**src/rtl/encoder_serial_pkg.sv**
```systemverilog
// Shared definitions for the serial one-hot/multi-hot to binary encoder.
//   state_t     : FSM state encoding (IDLE = 0, EMIT = 1)
//   size_legal  : configuration check, SIZE must fit in a BITS-wide index
package encoder_serial_pkg;

  typedef enum logic {
    IDLE = 1'b0,
    EMIT = 1'b1
  } state_t;

  function automatic bit size_legal(input int bits, input int size);
    return (size >= 1) && (size <= (1 << bits));
  endfunction

endpackage

```
**src/rtl/encoder_serial_priority_lsb_encoder.sv**
```systemverilog
// Combinational lowest-set-bit encoder.
//   vec    : input vector
//   idx    : index of the lowest set bit (0 when vec is zero)
//   onehot : the lowest set bit isolated (vec & -vec)
//   single : exactly one bit of vec is set
module priority_lsb_encoder #(
  parameter int BITS = 2,
  parameter int SIZE = 4
) (
  input  logic [SIZE-1:0] vec,
  output logic [BITS-1:0] idx,
  output logic [SIZE-1:0] onehot,
  output logic            single
);

  // Scan from the top down so the lowest set bit is the last to win.
  always_comb begin
    idx = '0;
    for (int i = SIZE - 1; i >= 0; i--) begin
      if (vec[i]) idx = BITS'(i);
    end
  end

  assign onehot = vec & (~vec + SIZE'(1));
  // Clearing the lowest bit leaves nothing only when a single bit was set.
  assign single = (vec != '0) && ((vec & (vec - SIZE'(1))) == '0);

endmodule

```
**src/rtl/encoder_serial.sv**
```systemverilog
// Serial multi-hot to binary encoder. Accepts a SIZE-bit request vector and
// emits the index of every set bit, lowest first, one per output handshake.
//   clk, rst_n           : clock, asynchronous active-low reset
//   in_valid/in_ready    : input handshake, in_vec sampled on accept only
//   in_vec               : request vector, bit i requests index i
//   out_valid/out_ready  : output handshake
//   out_idx              : index of the lowest pending bit
//   out_last             : out_idx is the final pending bit of the vector
//   busy                 : a vector is being emitted (~in_ready)
module encoder_serial
  import encoder_serial_pkg::*;
#(
  parameter int BITS = 2,
  parameter int SIZE = 4
) (
  input  logic            clk,
  input  logic            rst_n,
  input  logic            in_valid,
  output logic            in_ready,
  input  logic [SIZE-1:0] in_vec,
  output logic            out_valid,
  input  logic            out_ready,
  output logic [BITS-1:0] out_idx,
  output logic            out_last,
  output logic            busy
);

  if (!size_legal(BITS, SIZE)) begin : g_bad_cfg
    $error("encoder_serial: SIZE must be between 1 and 2**BITS");
  end

  state_t          state;
  logic [SIZE-1:0] pending;
  logic [BITS-1:0] enc_idx;
  logic [SIZE-1:0] enc_onehot;
  logic            enc_single;

  priority_lsb_encoder #(
    .BITS (BITS),
    .SIZE (SIZE)
  ) u_enc (
    .vec    (pending),
    .idx    (enc_idx),
    .onehot (enc_onehot),
    .single (enc_single)
  );

  always_ff @(posedge clk or negedge rst_n) begin
    if (!rst_n) begin
      state   <= IDLE;
      pending <= '0;
    end else begin
      case (state)
        IDLE: begin
          // A zero vector is accepted but has nothing to emit.
          if (in_valid && (in_vec != '0)) begin
            pending <= in_vec;
            state   <= EMIT;
          end
        end
        EMIT: begin
          if (out_ready) begin
            pending <= pending & ~enc_onehot;
            if (enc_single) state <= IDLE;
          end
        end
        default: begin
          state   <= IDLE;
          pending <= '0;
        end
      endcase
    end
  end

  // Outputs decode from registered state and pending only.
  assign busy      = (state == EMIT);
  assign in_ready  = ~busy;
  assign out_valid = busy;
  assign out_idx   = busy ? enc_idx : '0;
  assign out_last  = busy & enc_single;

endmodule

```
**config.mk**
```make
export PLATFORM = sky130hd
export DESIGN_NAME = encoder_serial
export DESIGN_NICKNAME = d
export VERILOG_FILES = /design/src/rtl/encoder_serial_pkg.sv /design/src/rtl/encoder_serial_priority_lsb_encoder.sv /design/src/rtl/encoder_serial.sv
export SDC_FILE = /design/constraint.sdc
export NUM_CORES = 1
export LEC_CHECK = 0
export ABC_AREA = 1
export ABC_CLOCK_PERIOD_IN_PS = 1390
export CAP_MARGIN = 20
export CORE_AREA = 4 4 41 43
export DETAILED_ROUTE_END_ITERATION = 10
export DIE_AREA = 0 0 45 47
export GPL_TIMING_DRIVEN = 0
export PLACE_DENSITY = 0.59
export SYNTH_ARGS = -nofsm -noshare
export SYNTH_HDL_FRONTEND = slang
export SYNTH_SLANG_ARGS = --single-unit
```
**constraint.sdc**
```tcl
create_clock -name clk -period 1.39 [get_ports clk]
set_clock_uncertainty 0.1 [all_clocks]
set_input_delay 0.278 -clock clk [delete_from_list [all_inputs] [get_ports clk]]
set_output_delay 0.278 -clock clk [all_outputs]
set_load 0.005 [all_outputs]
```
==> results.sh, run 1 <==
export IMPL_status="finished with violations"
export IMPL_violations="negative setup slack"
export IMPL_rsz0062_at_grt="true"
export IMPL_yosysTopAreaCellShare_pct=35.46
export IMPL_final_util_pct=45.10
export IMPL_setup_viol=4
export IMPL_synth_area_um2=352.8
export IMPL_port_buffers=13
export IMPL_met3_usage_pct=1.149
export IMPL_top_usage_layer="met2"
export IMPL_final_hold_viol_count=0
export IMPL_cts_clk_slew_worst_paths_ps=40
export IMPL_synth_top_family_by_area="simple AND/OR/NAND/NOR gates"
export IMPL_min_period_ps=1604
export IMPL_fin_tns_setup_ps=-503.2
export IMPL_worstSetupPathType="reg2out"
export IMPL_globalRouteOverflowTotal=0
export IMPL_cp_arrival_ps=1230
export IMPL_synth_nets=61
export IMPL_timing_critical_path_to="out_last"
export IMPL_hold_path_class="in2async"
export IMPL_synth_xor_area_share_pct=0
export IMPL_syn_inst=53
export IMPL_area_growth_syn_to_layout_pct=66.31
export IMPL_yosys_area_top_type="dfrtp_1"
export IMPL_multi_input_area_um2=202.7
export IMPL_ant_nets=0
export IMPL_fillCellCount=155
export IMPL_end_kind="output pin"
export IMPL_die_x_um=45
export IMPL_synth_area_leaders="dfrtp_1 (35%), nand2_1 (19%), inv_1 (6.4%)"
export IMPL_drive_above_1_share_pct=37.66
export IMPL_clkLatencyLatePin_ps=230
export IMPL_finalCritPeriodShare_pct=115.4
export IMPL_maxCapViolCount=0
export IMPL_yosysSeqAreaShare_pct=35.46
export IMPL_ys_types=16
export IMPL_grt_max_degree=8
export IMPL_startpoint_type="flip-flop"
export IMPL_via_per_inst=4.326
export IMPL_synthAdderAreaFrac_pct=0
export IMPL_use_met2_pct=13.84
export IMPL_async_flop_share_pct=100.0
export IMPL_irDropWorstVdd_mv=0.9497
export IMPL_rows=13
export IMPL_grt_pass1_vias=344
export IMPL_met1_usage_pct=11.52
export IMPL_track_usage_pct=8.810
export IMPL_post_synth_top_count_cell="nand2_1"
export IMPL_synth_edff_count=0
export IMPL_clkSinkCount=5
export IMPL_area_sequential_um2=127.6
export IMPL_worstRegToRegCells=8
export IMPL_cts_htree_levels=1
export IMPL_cts_buffer_depth=2
export IMPL_synthSimpleGateAreaFrac_pct=45.74
export IMPL_reg2reg_from="busy"
export IMPL_worst_pin_slew_ps=203.5
export IMPL_cts_made_buffers=3
export IMPL_ys_warn_count=0
export IMPL_drt_iter0_drc=4
export IMPL_final_nets=86
export IMPL_synth_seq_cells=5
export IMPL_routed_wl_um=918
export IMPL_p_per_area_nw_per_um2=2000
export IMPL_dp_cells=81
export IMPL_leakagePower_nw=0.3095
export IMPL_crit_fanout=5
export IMPL_slew_headroom_pct=86.39
export IMPL_cts_tree="done"
export IMPL_r2r_end="pending[2]"
export IMPL_die_y_um=47
export IMPL_fin_cells=92
export IMPL_dieArea_um2=2115
export IMPL_power_w=0.001174
export IMPL_synth_area_per_cell_um2=6.657
export IMPL_antenna_found_initial=0
export IMPL_drc=0
export IMPL_setup_ws_ps=-213.9
export IMPL_fmax_mhz=623.5
export IMPL_critPathLaunch="pending[1]"
export IMPL_routed_via_count=398
export IMPL_cts_root_buf="clkbuf_4"
export IMPL_slew_viol_final=0
export IMPL_start_util_pct=27.12
export IMPL_yosys_top_cells_count="nand2_1 (18), inv_1 (6), dfrtp_1 (5), nand3_1 (4), nor2_1 (4)"
export IMPL_gp_congestion=0.7380
export IMPL_drt_pass1_iterations=2
export IMPL_io_pins=14
export IMPL_core_um2=1301
export IMPL_routedWlPerCell_um=9.978
export IMPL_diodes=0
export IMPL_reg2reg_slack_ps=90
export IMPL_grt_pass1_wl_um=1352
export IMPL_synth_compound_area_share_pct=7.092
export IMPL_synthFlopType="dfrtp_1"
export IMPL_cp_required_ps=1010
export IMPL_synthMuxAreaShare_pct=0
==> sequential cells by signal (all words and copies together) (netlist names) <==
name / cells
pending: 4
busy: 1
==> per-layer routing <==
metal	vias up	part of all wire (%)
li1	216	-
met4	0	0
met2	5	48
met5	-	0
met1	177	48
met3	0	4.2
==> cell type report <==
cell class	instances	share of cell area (%)
buffer	1	1.919
clock buffer	4	4.478
inverter	6	3.838
multi-input combinational	40	34.54
sequential	5	21.75
tap	15	3.198
timing repair buffer	21	30.28
==> stage by stage <==
step,setup WS [ps],hold WS [ps],area [µm²]
2_1_floorplan,133.2,-117.6,352.8
3_5_place_dp,-404.0,404.8,501.7
4_1_cts,-272.3,152.9,573.1
3_3_place_gp,-418.4,403.6,501.7
5_1_grt,-279.2,151.1,586.8
6_report,-213.9,153.3,586.8
==> worst min path at each step <==
| stage | start | to | slack (ps) | cells past startpoint |
|---|---|---|---|---|
| after CTS | rst_n | pending[0] | 150 | 1 |
| after floorplan | rst_n | busy | -120 | 0 |
| after global placement | rst_n | pending[0] | 400 | 1 |
| after global routing | rst_n | busy | 150 | 1 |
| after detailed placement | rst_n | pending[1] | 400 | 1 |
| final | rst_n | busy | 150 | 1 |
==> cell families after synthesis <==
kind of cell,Yosys count
buffers and inverters,8
AOI/OAI and AO/OA,5
and+or+nand+nor,35
DFF,5
==> power breakdown <==
| part | switching (W) | internal (W) |
|---|---|---|
| registers | 0.0000683 | 0.000208 |
| logic | 0.000353 | 0.000385 |
| clock network | 0.0000507 | 0.000108 |
| total | 0.000472 | 0.000702 |
==> repair_timing <==
action	CTS	global route
hold buffers	0	0
buffers inserted	7	1
gates resized for setup	28	5
endpoints found under the setup margin	6	4
pin swaps	3	2
hold endpoints to repair	0	0
==> worst max-delay path, stage by stage, from the launching register on <==
cell and delay (ps):
dfrtp_2 440, nor2_4 150, nor2_2 60, nor2_2 90, nand3_1 70, nor2_1 80
buf_2 110
==> placed cells by master, fill, tap and decap left out, drive strengths merged <==
master	synthesis	final
nor3	1	1
clkdlybuf4s50	0	7
clkbuf	0	5
nor4	1	1
nand3	5	5
a21oi	1	1
nand2	20	20
inv	6	6
o21ai	4	4
dfrtp	5	5
nor2	7	7
buf	2	14
nand4	1	1
Power figures use the tool's default switching activity.
==> run 2, diff against run 1 <==
--- a/config.mk
+++ b/config.mk
@@ -13,6 +13,8 @@
 export DIE_AREA = 0 0 45 47
 export GPL_TIMING_DRIVEN = 0
 export PLACE_DENSITY = 0.59
+export RECOVER_POWER = 100
 export SYNTH_ARGS = -nofsm -noshare
 export SYNTH_HDL_FRONTEND = slang
 export SYNTH_SLANG_ARGS = --single-unit
+export TNS_END_PERCENT = 1
==> run 2 against run 1 <==
  * The run still ends with negative setup slack left
  * Hold slack gained 72 ps
  * Setup slack lost 2.3 ps
  * Global-route usage is the same
  * Critical path depth is the same
  * Largest cell class unchanged
  * Fmax shrank 0.15%
==> results.sh, run 2 (same netlist as run 1, synthesis figures left out) <==
export IMPL_area_growth_syn_to_layout_pct=57.09
export IMPL_startpoint_type="flip-flop"
export IMPL_maxCapViolCount=0
export IMPL_worstRegToRegCells=6
export IMPL_final_cell_mix="nand2_1 (18), clkdlybuf4s50_1 (6), inv_1 (5), nand3_1 (5)"
export IMPL_dp_slack_ps=-404.0
export IMPL_crit_buf_inv=1
export IMPL_cts_htree_levels=1
export IMPL_ant_nets=0
export IMPL_finalCritPeriodShare_pct=115.6
export IMPL_drc=0
export IMPL_clkLatencyLatePin_ps=230
export IMPL_cts_tree="done"
export IMPL_dieArea_um2=2115
export IMPL_violations="negative setup slack"
export IMPL_worst_pin_slew_ps=209.9
export IMPL_cp_required_ps=1010
export IMPL_cts_clk_slew_worst_paths_ps=40
export IMPL_irDropWorstVdd_mv=0.9529
export IMPL_gp_congestion=0.7380
export IMPL_crit_chain="nor2_4, nor2_2, nor2_2, nand3_1, nor2_1, buf_2"
export IMPL_setup_ws_ps=-216.2
export IMPL_slew_headroom_pct=85.96
export IMPL_fmax_mhz=622.6
export IMPL_drt_iter0_drc=8
export IMPL_crit_fanout=5
export IMPL_top_register="pending"
export IMPL_setup_viol=3
export IMPL_port_buffers=13
export IMPL_diodes=0
export IMPL_holdWs_ps=225.6
export IMPL_slew_viol_final=0
export IMPL_drt_pass1_iterations=3
export IMPL_cts_buffer_depth=2
export IMPL_crit_top_cell="nor2_2"
export IMPL_cts_root_buf="clkbuf_4"
export IMPL_min_period_ps=1606
export IMPL_path_delay_family="simple AND/OR/NAND/NOR gates"
export IMPL_routed_wl_um=867
export IMPL_status="finished with violations"
export IMPL_p_per_area_nw_per_um2=1986
export IMPL_final_hold_viol_count=0
export IMPL_routedWlPerCell_um=9.852
export IMPL_grt_pass1_vias=348
export IMPL_cpPeakStageDelay_ps=440
export IMPL_cpMaxStageDelayCell="dfrtp_2"
export IMPL_fillCellCount=156
export IMPL_drive_above_1_share_pct=30.14
export IMPL_fin_tns_setup_ps=-436.9
export IMPL_rsz0062_at_grt="true"
export IMPL_leakagePower_nw=0.2943
export IMPL_cp_arrival_ps=1230
export IMPL_hold_buffers=0
export IMPL_end_kind="output pin"
export IMPL_final_nets=82
export IMPL_hold_path_class="in2async"
export IMPL_worstSetupPathType="reg2out"
export IMPL_routed_via_count=376
export IMPL_reg2reg_slack_ps=230
export IMPL_r2r_end="busy"
export IMPL_die_x_um=45
export IMPL_critPathLaunch="pending[1]"
export IMPL_io_pins=14
export IMPL_grt_max_degree=8
export IMPL_clkSinkCount=5
export IMPL_globalRouteOverflowTotal=0
export IMPL_reg2reg_from="pending[1]"
export IMPL_via_per_inst=4.273
export IMPL_cts_made_buffers=3
export IMPL_core_um2=1301
export IMPL_rows=13
export IMPL_track_usage_pct=8.810
export IMPL_antenna_found_initial=0
export IMPL_die_y_um=47
export IMPL_layout_commonest_cell="nand2_1"
export IMPL_start_util_pct=27.12
export IMPL_grt_pass1_wl_um=1352
export IMPL_largest_register_ffs=4
[run 2: worst max-delay path by stage]
stage	depth (start not counted)	endpoint	slack, ps
floorplan	5	out_last	130
global placement	4	out_idx[1]	-420
detailed placement	4	out_idx[1]	-400
CTS	6	out_last	-270
global route	6	out_last	-290
finish	6	out_last	-220
[run 2: power by group]
part           leakage (nW)  internal, W  total [W]  switching (W)
sequential           0.0623     0.000207   0.000274      0.0000676
combinational         0.217     0.000334   0.000668       0.000334
clock                0.0150     0.000108   0.000159      0.0000506
total                 0.294     0.000648    0.00110       0.000452
[run 2: layout make-up]
class / count / area, µm² / area share [%]
Multi-Input combinational cell: 40 / 197.7 / 35.67
Timing Repair Buffer: 16 / 140.1 / 25.28
Sequential cell: 5 / 126.4 / 22.80
Clock buffer: 4 / 26.28 / 4.740
Buffer: 2 / 22.52 / 4.063
Inverter: 6 / 22.52 / 4.063
Tap cell: 15 / 18.77 / 3.386
[run 2: routing by layer]
layer  wire [µm]  track usage, %
met1         430           11.75
met2         407           13.56
met3          29           1.149
met4           0           5.263
met5           0               0
[run 2: repair_timing]
action | in CTS | in global routing
pin swaps | 3 | 2
resized for setup | 20 | 7
setup endpoints to repair | 6 | 5
setup buffers | 3 | 0
[run 2: through the flow]
step                cells  utilization (%)  instance area, µm²  total power (W)
finish                 88            42.60               554.3         0.001101
global route           88            42.60               554.3         0.001203
global placement       81            38.56               501.7        0.0009125
CTS                    88            41.54               540.5         0.001079
floorplan              53                -               352.8        0.0006260
detailed placement     81            38.56               501.7        0.0009129
==> run 3, diff against run 2 <==
--- a/config.mk
+++ b/config.mk
@@ -12,6 +12,7 @@
 export DETAILED_ROUTE_END_ITERATION = 10
 export DIE_AREA = 0 0 45 47
 export GPL_TIMING_DRIVEN = 0
+export HOLD_SLACK_MARGIN = 0.05
 export PLACE_DENSITY = 0.59
 export RECOVER_POWER = 100
 export SYNTH_ARGS = -nofsm -noshare
==> results of run 3 <==
No change in the layout: final DEF, timing and power equal those of run 2.
